<file path="src/rtl/seq_num_retire_unit_pkg.sv">
// Shared types for the sequence-number retirement path.
// Optional build macro SEQ_NUM_RETIRE_CHECK_EN enables protocol checking in seq_num_retire_unit.
package SeqNumPkg;

    localparam int SEQ_NUM_BITS_DEFAULT = 5;

    // The in-flight count needs one extra bit so that full and empty are distinct.
    function automatic int count_bits(input int seq_bits);
        return seq_bits + 1;
    endfunction

    localparam int COUNT_BITS_DEFAULT = count_bits(SEQ_NUM_BITS_DEFAULT);

    typedef logic [SEQ_NUM_BITS_DEFAULT-1:0] seq_num_t;
    typedef logic [COUNT_BITS_DEFAULT-1:0]   count_t;

endpackage

</file>
<file path="src/rtl/seq_num_retire_unit_if.sv">
// Allocation snoop, completion and free bundle of the retirement unit.
// Optional build macro SEQ_NUM_RETIRE_CHECK_EN adds the sticky err signal.
interface seq_num_retire_unit_if
    import SeqNumPkg::*;
#(
    parameter int p_seq_num_bits = SEQ_NUM_BITS_DEFAULT
);

    logic                      alloc_val;
    logic                      alloc_rdy;
    logic [p_seq_num_bits-1:0] alloc_seq_num;
    logic                      complete_val;
    logic [p_seq_num_bits-1:0] complete_seq_num;
    logic                      free_val;
    logic [p_seq_num_bits-1:0] free_seq_num;
    logic [p_seq_num_bits:0]   num_inflight;
`ifdef SEQ_NUM_RETIRE_CHECK_EN
    logic                      err;
`endif

    modport master (
        output alloc_val,
        output alloc_rdy,
        output alloc_seq_num,
        output complete_val,
        output complete_seq_num,
        input  free_val,
        input  free_seq_num,
`ifdef SEQ_NUM_RETIRE_CHECK_EN
        input  err,
`endif
        input  num_inflight
    );

    modport slave (
        input  alloc_val,
        input  alloc_rdy,
        input  alloc_seq_num,
        input  complete_val,
        input  complete_seq_num,
        output free_val,
        output free_seq_num,
`ifdef SEQ_NUM_RETIRE_CHECK_EN
        output err,
`endif
        output num_inflight
    );

endinterface

</file>
<file path="src/rtl/seq_num_retire_unit_done_table.sv">
// Per-entry completion bits: one set port, two clear ports (clear beats set), one read port.
// With SEQ_NUM_RETIRE_CHECK_EN a second read port feeds the completion checker.
module seq_num_done_table
    import SeqNumPkg::*;
#(
    parameter int p_seq_num_bits = SEQ_NUM_BITS_DEFAULT
) (
    input  logic                      clk,
    input  logic                      rst,
    input  logic                      set_en,
    input  logic [p_seq_num_bits-1:0] set_idx,
    input  logic                      clr_a_en,
    input  logic [p_seq_num_bits-1:0] clr_a_idx,
    input  logic                      clr_b_en,
    input  logic [p_seq_num_bits-1:0] clr_b_idx,
    input  logic [p_seq_num_bits-1:0] rd_idx,
`ifdef SEQ_NUM_RETIRE_CHECK_EN
    input  logic [p_seq_num_bits-1:0] chk_idx,
    output logic                      chk_done,
`endif
    output logic                      rd_done
);

    localparam int ENTRIES = 1 << p_seq_num_bits;

    logic [ENTRIES-1:0] done_q;
    logic [ENTRIES-1:0] done_d;

    // Clears are applied after the set so a new allocation always starts not-done.
    always_comb begin
        done_d = done_q;
        if (set_en) begin
            done_d[set_idx] = 1'b1;
        end
        if (clr_a_en) begin
            done_d[clr_a_idx] = 1'b0;
        end
        if (clr_b_en) begin
            done_d[clr_b_idx] = 1'b0;
        end
    end

    always_ff @(posedge clk) begin
        if (rst) begin
            done_q <= '0;
        end else begin
            done_q <= done_d;
        end
    end

    assign rd_done = done_q[rd_idx];
`ifdef SEQ_NUM_RETIRE_CHECK_EN
    assign chk_done = done_q[chk_idx];
`endif

endmodule

</file>
<file path="src/rtl/seq_num_retire_unit.sv">
// In-order retirement tracker: frees sequence numbers in allocation order once completed.
// Optional build macro SEQ_NUM_RETIRE_CHECK_EN adds the sticky protocol error output bus.err.
module seq_num_retire_unit
    import SeqNumPkg::*;
#(
    parameter int p_seq_num_bits = SEQ_NUM_BITS_DEFAULT
) (
    input  logic                 clk,
    input  logic                 rst,
    seq_num_retire_unit_if.slave bus
);

    typedef logic [p_seq_num_bits-1:0]              seq_t;
    typedef logic [count_bits(p_seq_num_bits)-1:0]  cnt_t;

    seq_t head_q;
    seq_t head_d;
    seq_t tail_q;
    seq_t tail_d;
    cnt_t inflight_q;
    cnt_t inflight_d;

    logic alloc_fire;
    logic head_done;
    logic free_fire;

    assign alloc_fire = bus.alloc_val && bus.alloc_rdy;
    assign free_fire  = (inflight_q != '0) && head_done;

    always_comb begin
        head_d     = head_q;
        tail_d     = tail_q;
        inflight_d = inflight_q;
        if (alloc_fire) begin
            tail_d = tail_q + 1'b1;
        end
        if (free_fire) begin
            head_d = head_q + 1'b1;
        end
        case ({alloc_fire, free_fire})
            2'b10:   inflight_d = inflight_q + 1'b1;
            2'b01:   inflight_d = inflight_q - 1'b1;
            default: inflight_d = inflight_q;
        endcase
    end

    always_ff @(posedge clk) begin
        if (rst) begin
            head_q     <= '0;
            tail_q     <= '0;
            inflight_q <= '0;
        end else begin
            head_q     <= head_d;
            tail_q     <= tail_d;
            inflight_q <= inflight_d;
        end
    end

`ifdef SEQ_NUM_RETIRE_CHECK_EN
    logic cmpl_done;
`endif

    seq_num_done_table #(
        .p_seq_num_bits (p_seq_num_bits)
    ) u_done_table (
        .clk       (clk),
        .rst       (rst),
        .set_en    (bus.complete_val),
        .set_idx   (bus.complete_seq_num),
        .clr_a_en  (alloc_fire),
        .clr_a_idx (bus.alloc_seq_num),
        .clr_b_en  (free_fire),
        .clr_b_idx (head_q),
        .rd_idx    (head_q),
`ifdef SEQ_NUM_RETIRE_CHECK_EN
        .chk_idx   (bus.complete_seq_num),
        .chk_done  (cmpl_done),
`endif
        .rd_done   (head_done)
    );

    assign bus.free_val     = free_fire;
    assign bus.free_seq_num = head_q;
    assign bus.num_inflight = inflight_q;

`ifdef SEQ_NUM_RETIRE_CHECK_EN
    localparam int ENTRIES = 1 << p_seq_num_bits;

    logic err_q;
    logic err_d;
    seq_t cmpl_ofs;
    logic bad_alloc;
    logic bad_cmpl;

    // An entry is in flight when its distance from head is below the count.
    always_comb begin
        err_d     = err_q;
        cmpl_ofs  = bus.complete_seq_num - head_q;
        bad_alloc = alloc_fire &&
                    ((bus.alloc_seq_num != tail_q) || (inflight_q == cnt_t'(ENTRIES)));
        bad_cmpl  = bus.complete_val &&
                    (({1'b0, cmpl_ofs} >= inflight_q) || cmpl_done);
        if (bad_alloc || bad_cmpl) begin
            err_d = 1'b1;
        end
    end

    always_ff @(posedge clk) begin
        if (rst) begin
            err_q <= 1'b0;
        end else begin
            err_q <= err_d;
        end
    end

    assign bus.err = err_q;
`endif

endmodule

</file>
<file path="src/flat_wrapper.sv">
// flat-port wrapper written by rule: the top's interface ports become plain ports
module seq_num_retire_unit_flat import SeqNumPkg::*;
#(
    parameter int p_seq_num_bits = SEQ_NUM_BITS_DEFAULT
)
  (clk, rst, bus_alloc_val, bus_alloc_rdy, bus_alloc_seq_num, bus_complete_val, bus_complete_seq_num, bus_free_val, bus_free_seq_num, bus_num_inflight);
  seq_num_retire_unit_if #(.p_seq_num_bits(p_seq_num_bits)) bus_i ();
  input  logic clk;
  input  logic rst;
  input wire logic [$bits(bus_i.alloc_val)-1:0] bus_alloc_val;
  input wire logic [$bits(bus_i.alloc_rdy)-1:0] bus_alloc_rdy;
  input wire logic [$bits(bus_i.alloc_seq_num)-1:0] bus_alloc_seq_num;
  input wire logic [$bits(bus_i.complete_val)-1:0] bus_complete_val;
  input wire logic [$bits(bus_i.complete_seq_num)-1:0] bus_complete_seq_num;
  output wire logic [$bits(bus_i.free_val)-1:0] bus_free_val;
  output wire logic [$bits(bus_i.free_seq_num)-1:0] bus_free_seq_num;
  output wire logic [$bits(bus_i.num_inflight)-1:0] bus_num_inflight;
  assign bus_i.alloc_val = bus_alloc_val;
  assign bus_i.alloc_rdy = bus_alloc_rdy;
  assign bus_i.alloc_seq_num = bus_alloc_seq_num;
  assign bus_i.complete_val = bus_complete_val;
  assign bus_i.complete_seq_num = bus_complete_seq_num;
  assign bus_free_val = bus_i.free_val;
  assign bus_free_seq_num = bus_i.free_seq_num;
  assign bus_num_inflight = bus_i.num_inflight;
  seq_num_retire_unit #(.p_seq_num_bits(p_seq_num_bits)) u_core (.clk(clk), .rst(rst), .bus(bus_i));
endmodule
</file>
<file path="config.mk">
export PLATFORM = sky130hd
export DESIGN_NAME = seq_num_retire_unit_flat
export DESIGN_NICKNAME = d
export VERILOG_FILES = /design/src/rtl/seq_num_retire_unit_pkg.sv /design/src/rtl/seq_num_retire_unit_if.sv /design/src/rtl/seq_num_retire_unit_done_table.sv /design/src/rtl/seq_num_retire_unit.sv /design/src/flat_wrapper.sv
export SDC_FILE = /design/constraint.sdc
export NUM_CORES = 1
export LEC_CHECK = 0
export CAP_MARGIN = 20
export CORE_ASPECT_RATIO = 0.5
export CORE_MARGIN = 2
export CORE_UTILIZATION = 35
export DETAILED_ROUTE_END_ITERATION = 10
export GPL_ROUTABILITY_DRIVEN = 0
export MAX_ROUTING_LAYER = met4
export PLACE_DENSITY = 0.57
export SLEW_MARGIN = 10
export SYNTH_ARGS = -nofsm -noshare
export SYNTH_HDL_FRONTEND = slang
export SYNTH_HIERARCHICAL = 1
export SYNTH_SLANG_ARGS = --single-unit
</file>
<file path="constraint.sdc">
create_clock -name clk -period 10.1 [get_ports clk]
set_clock_uncertainty 0.15 [all_clocks]
set_input_delay 1.01 -clock clk [delete_from_list [all_inputs] [get_ports clk]]
set_output_delay 1.01 -clock clk [all_outputs]
set_load 0.02 [all_outputs]
</file>
==> results of run 1 <==
[area by class of cell]
cell class	count	area, sq um	area share (%)
clock buffers	6	139	4.60
inverters	5	18.8	0.622
repair buffers	29	283	9.37
multi-input cells	237	1600	52.9
flip-flops and latches	43	861	28.5
well taps	92	115	3.81
clock inverters	1	5.00	0.166
[final timing paths]
path | from | endpoint | slack [ns] | cells after the start
worst max-delay path | u_core/bus.free_seq_num[1]$_SDFFE_PP0P_ | bus_free_val | 5.96 | 8
worst max register to register | u_core/bus.free_seq_num[1]$_SDFFE_PP0P_ | u_core/bus.num_inflight[5]$_SDFFE_PP0P_ | 6.21 | 14
worst min-delay path | u_core/u_done_table/done_q[0]$_SDFF_PP0_ | u_core/u_done_table/done_q[0]$_SDFF_PP0_ | 0.33 | 2
worst min register to register | u_core/u_done_table/done_q[0]$_SDFF_PP0_ | u_core/u_done_table/done_q[0]$_SDFF_PP0_ | 0.33 | 2
[placed cells by master (no fill, tap or decap), types with 6 or more instances in the layout]
cell | synthesis | routed
a21oi_1 | 40 | 40
a221o_1 | 32 | 32
and3_1 | 6 | 6
clkdlybuf4s50_1 | 0 | 26
dfxtp_1 | 43 | 43
ha_1 | 6 | 6
mux2i_1 | 18 | 18
nand2_1 | 18 | 18
nor2_1 | 57 | 57
nor3b_1 | 6 | 6
nor3b_2 | 6 | 6
[power by group through the flow]
stage / Combinational, mW / Sequential [mW] / Clock, mW
finish: 0.0385 / 0.174 / 0.158
global route: 0.0415 / 0.174 / 0.170
CTS: 0.0377 / 0.174 / 0.162
detailed placement: 0.0376 / 0.178 / 0
global placement: 0.0371 / 0.178 / 0
floorplan: 0.0207 / 0.178 / 0
[sequential cells by signal, indices dropped and copies added, names as in the netlist]
name                        cells
u_core/u_done_table/done_q     32
u_core/bus.num_inflight         6
u_core/bus.free_seq_num         5
[per-stage QoR]
step | util, % | power (mW) | instances
global placement | 41.9 | 0.215 | 406
detailed placement | 41.9 | 0.216 | 406
CTS | 44.0 | 0.374 | 413
finish | 44.0 | 0.370 | 413
floorplan | - | 0.199 | 296
global route | 44.0 | 0.386 | 413
[worst min-delay path, delay by kind of cell (launching register included)]
kind	cells	cell delay (ns)
AND/OR/NAND/NOR	1	0.08
flip-flops	1	0.32
AO/OA/AOI/OAI	1	0.04
[layer usage]
metal,vias up,wire length [microns]
met1,1151,3690
met2,109,3410
met5,-,0
li1,1150,-
met4,0,38
met3,8,609
[cell families (layout without fill, tap and decap cells)]
group | Yosys count | in the layout
XOR/XNOR | 8 | 8
flip-flops | 43 | 43
multiplexers | 19 | 19
AO/OA/AOI/OAI | 86 | 86
adder cells (fa/ha/maj) | 7 | 7
AND/OR/NAND/NOR | 117 | 117
buffers and inverters | 16 | 41
==> metrics, run 1 <==
Die Y 64.3 microns; GR Util met1 27.4%; multiplexer area fraction after synthesis 7.67%; die width 125 microns; top-count cell post-synth nor2_1; # clock sinks 43; Setup CP Type reg2out; Max stage delay on crit path 0.70 ns; Worst Max-Slew Pin Slew 0.865 ns; pre-CTS WS 6.25 ns; synth cell count leaders nor2_1 (57), dfxtp_1 (43), a21oi_1 (40), a221o_1 (32); asr flop ratio synth 0%; Yosys top cell area share 33.8%; Core Area 0.00686 sq mm; placed inst area 0.00288 sq mm; Yosys warnings 6; RSZ-0062 raised after global routing no; buffers added on ports 26; Synth Area in Compound Gates 24.9%; sequential area share after synthesis 33.8%; Initial Util 37.1%; routed wire length 7740 microns; cell family with most CP delay buffers and inverters; crit end category primary output; internal power 0.285 mW; hold_ws 0.334 ns; Initial DRC Count 277; logic gate share of total power 10.4%; GRT Total Usage 19.9%; ys flop type dfxtp_1; post-synth top area cell dfxtp_1; Design Area, Final 0.00302 sq mm; Switching Power 0.0854 mW; Die ar. 0.00801 sq mm; met2 usage 30.9%; post-CTS setup buffers 0; post-DP HPWL 5220 microns; Slew Viols, Final 0; Tmin final 4.14 ns; Syn Inst Count 296; CTS tree done; crit path DAT 2.98 ns; clock-pin slew on the worst setup and hold paths 0.06 ns; Final period util 41.0%; Final #Nets 343; largest net degree at the start of global routing 46; fill count 693; Post-Synth Adder-Cell Area 3.74%; TritonCTS buffer count 5; Max-slew headroom 42.1%; ranking of synthesized cells by area dfxtp_1 (34%), a221o_1 (13%), nor2_1 (8.4%), a21oi_1 (7.9%), mux2i_1 (7.1%); # rows 21; Pleak 1.11 nW; #FFs+latches synth 43; Bufs and invs on worst path 2; TNS Setup 0 ns; GRT overflow 0; clk root buf clkbuf_16; Final Worst Setup Slack 5.96 ns; area grow syn2layout 18.6%; Pwr per Cell Area 123 mW/mm^2; syn_nets 318; DR WL/cell 18.7 microns; critical path launch point type register; Post-synth EDFFs 0; Clk Latency, worst-skew pair 0.28 ns; H-tree depth 2; global-route wire length before repair 12,200 microns; layout cell share with drive strength beyond 1 6.54%; CP max-delay cell clkdlybuf4s50_1; post-cts gate resize count 0; CP required 8.94 ns; Post-CTS Hold Fix Bufs 0; Via density 5.85; gr busiest metal met2; drt drc 0; ANT nets after route 0; MaxCap Viol Count 0; Max Clock Freq 241 MHz; Max Root-Sink Buffers 2; synth unique cells 39; Worst Hold Class reg2reg; First-pass DRT Iterations 5; # diodes 0; via count 2,418; Setup Viol. Count Final 0; Synth Area in Simple Gates 23.7%; met3 usage 3.52%; Mapped Area 0.00254 sq mm; Crit Path Max Fanout 13; critical-path cell list buf_4, mux2i_1, a22oi_1, nand3_1, nand2_1, a311o_1, a21boi_2, clkdlybuf4s50_1; switching part of the total power 23.1%; clock network power share 42.6%; Post-Synth XOR/XNOR Area 2.75%; Seq pwr share 47.0%; initial antenna violation count 0; VDD IR max 51.9 uV; I/O pin cnt 27; main combinational cell family by area after synthesis compound AO/OA/AOI/OAI gates; vias in the first global route 2,325; status finished, final reports clean; syn_area_per_cell 8.60 sq um; Final Hold Viols 0
Power figures use the tool's default switching activity.
==> run 2: changes to the inputs <==
- clock period: 10.1 -> 3.82 ns (I/O delays scaled with it)
==> run 2 against run 1 <==
Against the previous run: worst setup slack got worse by 5.6 ns; wire length is 0.80% higher; non-clock buffer count grew 5; total power rose to 2.6 times the previous value; hold slack better by 0.0019 ns; critical endpoint is now u_core/bus.num_inflight[5]$_SDFFE_PP0P_; largest cell class unchanged; largest power group unchanged.
==> metrics, run 2 (same netlist as run 1, synthesis figures left out) <==
Worst Hold Class reg2reg; status finished, final reports clean; logic gate share of total power 10.7% (+0.3 points); buffers added on ports 26 (unchanged); critical path launch point type register; Switching Power 0.225 mW (+160%); die width 125 microns (unchanged); CTS tree done; RSZ-0062 raised after global routing no; CP max-delay cell dfxtp_1; Initial DRC Count 177 (-36%); crit end category register; layout cell share with drive strength beyond 1 7.38% (+0.84 points); Worst Max-Slew Pin Slew 0.911 ns (+0.0463 ns); register area 861 sq um (unchanged); # diodes 0 (unchanged); First-pass DRT Iterations 5 (unchanged); fill count 698 (+0.72%); post-CTS setup buffers 0 (unchanged); Pleak 1.13 nW (+1.8%); internal power 0.734 mW (+160%); ANT nets after route 0 (unchanged); Top reg by flops u_core/u_done_table/done_q; multi-input logic area 0.00160 sq mm (unchanged); drt drc 0 (unchanged); routed wire length 7810 microns (+0.80%); Bufs and invs on worst path 0 (-2); TNS Setup 0 ns (unchanged); crit path DAT 3.47 ns (+0.49 ns); Final period util 90.5%; Die ar. 0.00801 sq mm (unchanged); most frequent cells in the layout nor2_1 (57), dfxtp_1 (43), a21oi_1 (40), a221o_1 (32), clkdlybuf4s50_1 (26); Clk Latency, worst-skew pair 0.28 ns (about the same); DR WL/cell 18.7 microns (-0.17%); CP required 3.84 ns (-5.10 ns); Max-slew headroom 39.0% (-3.1 points); H-tree depth 2 (unchanged); clock-pin slew on the worst setup and hold paths 0.06 ns (about the same); MaxCap Viol Count 0 (unchanged); commonest non-fill, non-tap cell in the layout nor2_1; Final #Nets 348 (+1.5%); switching part of the total power 23.5% (+0.39 points); critical-path cell list and2_1, a22oi_1, nand4b_1, a21oi_1, a311o_1, a21boi_2, ha_1, ha_1, a21o_1, a21oi_2, o22ai_1, a21oi_2, mux2_4; dpl cells 411 (+1.2%); I/O pin cnt 27 (unchanged); Pwr per Cell Area 314 mW/mm^2 (+160%); Initial Util 37.1% (unchanged); area grow syn2layout 20.0%; Die Y 64.3 microns (unchanged); Max Clock Freq 289 MHz; via count 2,454 (+1.5%); GRT overflow 0 (unchanged); clk root buf clkbuf_16; TritonCTS buffer count 5 (unchanged); post-route insts no fill 417 (+0.97%); Tmin final 3.46 ns; Via density 5.88 (+0.52%); clock network power share 41.3% (-1.3 points); VDD IR max 174 uV (+230%); largest net degree at the start of global routing 46 (unchanged); cell family with most CP delay compound AO/OA/AOI/OAI gates; Max Root-Sink Buffers 2 (unchanged); Post-CTS Hold Fix Bufs 0 (unchanged); # rows 21 (unchanged); post-cts gate resize count 0 (unchanged); # clock sinks 43 (unchanged); Seq pwr share 48.0% (+1.0 points); Max stage delay on crit path 0.56 ns (-0.14 ns); global-route wire length before repair 12,900 microns (+5.8%); Core Area 0.00686 sq mm (unchanged); Setup Viol. Count Final 0 (unchanged); Final Hold Viols 0 (unchanged); GRT Total Usage 20.7% (+0.80 points); post-DP HPWL 5230 microns (about the same); Slew Viols, Final 0 (unchanged); Largest register FFs 32 (unchanged); vias in the first global route 2,400 (+3.2%); initial antenna violation count 0 (unchanged); Setup CP Type reg2reg; Crit Path Max Fanout 12 (-1)
[run 2: cell count changes in the layout (fill, tap and decap cells not counted), sizes merged]
| cell | change |
|---|---|
| buf | +5 |
| clkinv | -1 |
[run 2: worst paths after layout]
check / to / start / slack, ns / cells past startpoint
max: u_core/bus.num_inflight[5]$_SDFFE_PP0P_ / u_core/bus.free_seq_num[0]$_SDFFE_PP0P_ / 0.36 / 13
min: u_core/u_done_table/done_q[5]$_SDFF_PP0_ / u_core/u_done_table/done_q[5]$_SDFF_PP0_ / 0.34 / 2
max reg2reg: u_core/bus.num_inflight[5]$_SDFFE_PP0P_ / u_core/bus.free_seq_num[0]$_SDFFE_PP0P_ / 0.36 / 13
min reg2reg: u_core/u_done_table/done_q[5]$_SDFF_PP0_ / u_core/u_done_table/done_q[5]$_SDFF_PP0_ / 0.34 / 2
[run 2: layout make-up]
cell class | instances | area share [%]
Sequential cell | 43 | 28.2
Multi-Input combinational cell | 237 | 52.3
Inverter | 5 | 0.615
Timing Repair Buffer | 34 | 10.9
Tap cell | 92 | 3.77
Clock buffer | 6 | 4.22
[run 2: through the flow]
step / util (%) / cell area [sq um] / setup WS [ns] / power, mW / hold slack (ns)
finish: 44.5 / 3050 / 0.363 / 0.959 / 0.336
global route: 44.5 / 3050 / 0.0881 / 0.995 / 0.359
CTS: 44.5 / 3050 / 0.375 / 0.960 / 0.336
detailed placement: 42.7 / 2930 / 0.425 / 0.570 / 0.323
global placement: 42.7 / 2930 / 0.460 / 0.569 / 0.318
floorplan: - / 2540 / 0.194 / 0.525 / 0.301
[run 2: tightest hold or removal path, cell delays in order, from the launching register on]
cell     delay, ns
dfxtp_1       0.33
a21oi_1       0.04
nor2_1        0.08
[run 2: per-layer routing]
| metal | up-vias | global-route usage [%] | routed length [microns] |
|---|---|---|---|
| met3 | 6 | 4.69 | 727 |
| met1 | 1152 | 27.8 | 3640 |
| met2 | 126 | 32.3 | 3370 |
| met5 | - | - | 0 |
| met4 | 0 | 4.21 | 69 |
| li1 | 1170 | - | - |
[run 2: power by group through the flow]
stage	clock network, mW	logic (mW)	registers, mW
detailed placement	0	0.100	0.470
CTS	0.400	0.101	0.460
floorplan	0	0.0547	0.471
global placement	0	0.0990	0.470
global route	0.424	0.111	0.461
finish	0.396	0.102	0.460
==> run 3: changes to the inputs <==
- ABC_AREA: not set -> 1
- CORE_UTILIZATION: 35 -> 37
- PLACE_DENSITY: 0.57 -> 0.59
==> run 3 against run 2 <==
Against the previous run: sequential power is 4% higher; wire length is 6.5% higher; utilization is 1.5 points higher; non-clock buffer count is 5 lower; first-iteration DRC count is 36% higher; design area is 0.70% higher; critical endpoint unchanged.
==> metrics, run 3 <==
main combinational cell family by area after synthesis simple AND/OR/NAND/NOR gates; crit end category register; syn_nets 391 (+23%); Post-CTS Hold Fix Bufs 0 (unchanged); most used cell, CP nand2_1; Max-slew headroom 53.8% (+15 points); Max Clock Freq 306 MHz (+5.7%); GRT Total Usage 23.4% (+2.6 points); Via density 5.75 (-2.3%); largest net degree at the start of global routing 20 (-57%); # clock sinks 43 (unchanged); Synth Area in Simple Gates 37.1% (+13 points); initial antenna violation count 0 (unchanged); sequential area share after synthesis 33.7% (-0.17 points); Post-synth EDFFs 0 (unchanged); Initial Util 38.3% (+1.2 points); Setup Viol. Count Final 0 (unchanged); Final Worst Setup Slack 0.549 ns (+0.186 ns); fill count 694 (-0.57%); status finished, final reports clean; GRT overflow 0 (unchanged); syn_area_per_cell 6.93 sq um (-19%); cell family with most CP delay simple AND/OR/NAND/NOR gates; # diodes 0 (unchanged); CTS tree done; utilization of the core after routing 46.1% (+1.5 points); post-CTS setup buffers 0 (unchanged); via count 2,823 (+15%); ANT nets after route 0 (unchanged); VDD IR max 159 uV (-8.2%); Worst Hold Class reg2reg; ys flop type dfxtp_1; synth unique cells 29 (-26%); Pwr per Cell Area 361 mW/mm^2 (+15%); post-synth top area cell dfxtp_1; routed wire length 8310 microns (+6.5%); Worst Max-Slew Pin Slew 0.688 ns (-0.223 ns); Final Hold Viols 0 (unchanged); vias in the first global route 2,581 (+7.5%); Clk Latency, worst-skew pair 0.29 ns (about the same); Post-Synth Adder-Cell Area 3.72% (-0.018 points); Yosys top cell area share 33.7% (-0.17 points); Final #Nets 420 (+21%); Top reg by flops u_core/u_done_table/done_q; Post-Synth XOR/XNOR Area 1.71% (-1.0 points); H-tree depth 2 (unchanged); die width 122 microns (-2.4%); TritonCTS buffer count 5 (unchanged); global-route wire length before repair 13,200 microns (+2.8%); Die ar. 0.00763 sq mm (-4.7%); Synth Area in Compound Gates 16.7% (-8.2 points); area grow syn2layout 20.3%; Core Area 0.00667 sq mm (-2.7%); Syn Inst Count 369 (+25%); pre-CTS WS 0.587 ns (+0.162 ns); layout cell share with drive strength beyond 1 6.77% (-0.62 points); I/O pin cnt 27 (unchanged); #FFs+latches synth 43 (unchanged); Max stage delay on crit path 0.70 ns (+0.14 ns); CP required 3.86 ns (+0.02 ns); post-cts gate resize count 0 (unchanged); RSZ-0062 raised after global routing no; drt drc 0 (unchanged); Bufs and invs on worst path 4 (+4); DR WL/cell 16.9 microns (-9.6%); critical-path cell list inv_2, nand2_1, nand3_1, nand3_1, nand2_1, nand2_1, nand2_1, nand2_1, nand2_1, nand2_4, inv_4, ha_1, ha_1, inv_1, nand2_1, nand3_1, nand2_1, nand2_1, nand3_1, nand2_1, inv_1; Pleak 1.13 nW (about the same); clock-pin slew on the worst setup and hold paths 0.06 ns (about the same); Mapped Area 0.00256 sq mm (+0.49%); Largest register FFs 32 (unchanged); most frequent cells in the layout nand3_1 (61), nand2_1 (58), dfxtp_1 (43), a21oi_1 (41), nor3_1 (37); Setup CP Type reg2reg; multiplexer area fraction after synthesis 0% (-7.7 points); MaxCap Viol Count 0 (unchanged); buffers added on ports 26 (unchanged); Slew Viols, Final 0 (unchanged); post-DP HPWL 5930 microns (+13%); Max Root-Sink Buffers 2 (unchanged); Crit Path Max Fanout 18 (+6); TNS Setup 0 ns (unchanged); Tmin final 3.27 ns (-0.186 ns); CP max-delay cell dfxtp_1; Die Y 62.8 microns (-2.3%); top-count cell post-synth nand3_1; Yosys warnings 6 (unchanged); commonest non-fill, non-tap cell in the layout nand3_1; Final period util 85.6% (-4.9 points); First-pass DRT Iterations 7 (+2); Initial DRC Count 241 (+36%); clk root buf clkbuf_16; # rows 21 (unchanged); synth cell count leaders nand3_1 (61), nand2_1 (58), dfxtp_1 (43), a21oi_1 (41), nor3_1 (37); critical path launch point type register; ranking of synthesized cells by area dfxtp_1 (34%), nand3_1 (12%), nand2_1 (8.5%), a21oi_1 (8.0%), nor3_1 (7.2%); asr flop ratio synth 0% (unchanged); crit path DAT 3.31 ns (-0.16 ns)
run 3: changes by cell type in the layout (fill, tap and decap cells not counted), moves of 5 or more:
cell     before  now
nand2_1      18   58
o21ai_0       0   15
nor3b_2       6    0
a221o_1      32    0
nor2_1       57   20
and3_1        6    0
inv_1         5   32
and3b_1       5    0
nor3b_1       6    0
nor3_1        4   37
nand3_1       4   61
o22ai_1       1   21
mux2i_1      18    0
run 3: layer usage:
metal  vias to the layer above  global-route usage [%]  share of wire, %
li1                       1357                       -                 -
met1                      1310                    31.2                44
met2                       135                    34.8                43
met3                        21                    6.66                11
met4                         0                    6.32               1.5
met5                         -                       -                 0
run 3: final timing paths:
| kind | startpoint | end | slack (ns) | cells past startpoint |
|---|---|---|---|---|
| min | u_core/u_done_table/done_q[30]$_SDFF_PP0_ | u_core/u_done_table/done_q[30]$_SDFF_PP0_ | 0.37 | 2 |
| max reg2reg | u_core/bus.free_seq_num[0]$_SDFFE_PP0P_ | u_core/bus.num_inflight[5]$_SDFFE_PP0P_ | 0.55 | 21 |
| min reg2reg | u_core/u_done_table/done_q[30]$_SDFF_PP0_ | u_core/u_done_table/done_q[30]$_SDFF_PP0_ | 0.37 | 2 |
| max | u_core/bus.free_seq_num[0]$_SDFFE_PP0P_ | u_core/bus.num_inflight[5]$_SDFFE_PP0P_ | 0.55 | 21 |
run 3: cells by family after synthesis:
| group | Yosys count |
|---|---|
| AND/OR/NAND/NOR | 190 |
| AO/OA/AOI/OAI | 79 |
| buffers and inverters | 45 |
| flip-flops | 43 |
| adder cells (fa/ha/maj) | 7 |
| XOR/XNOR | 5 |
run 3: per-stage QoR:
stage / instance area, sq um / hold WS, ns / power, mW / instances
after CTS: 3080 / 0.363 / 1.12 / 491
final: 3080 / 0.365 / 1.11 / 491
after floorplan: 2560 / 0.301 / 0.595 / 369
after global routing: 3080 / 0.390 / 1.16 / 491
after global placement: 2920 / 0.355 / 0.662 / 483
after detailed placement: 2920 / 0.349 / 0.664 / 483
run 3: worst reg2reg max path: cells and delay by family, from the launching register on:
| kind | cells | cell delay (ns) |
|---|---|---|
| fa+ha+maj | 2 | 0.66 |
| buf+inv | 4 | 0.45 |
| flops | 1 | 0.70 |
| simple gates | 15 | 1.20 |
run 3: layout make-up:
type / instances / area (sq um) / area share (%)
Clock buffer: 8 / 156 / 5.09
Inverter: 38 / 145 / 4.72
Timing Repair Buffer: 29 / 283 / 9.19
Tap cell: 92 / 115 / 3.74
Sequential cell: 43 / 861 / 28.0
Multi-Input combinational cell: 281 / 1520 / 49.3
run 3: report_power, final:
group / total (mW) / switching, mW / leakage [nW] / internal (mW)
combinational: 0.179 / 0.111 / 0.700 / 0.0686
clock: 0.454 / 0.176 / 0.0772 / 0.278
sequential: 0.478 / 0.0175 / 0.348 / 0.460
total: 1.11 / 0.304 / 1.13 / 0.808
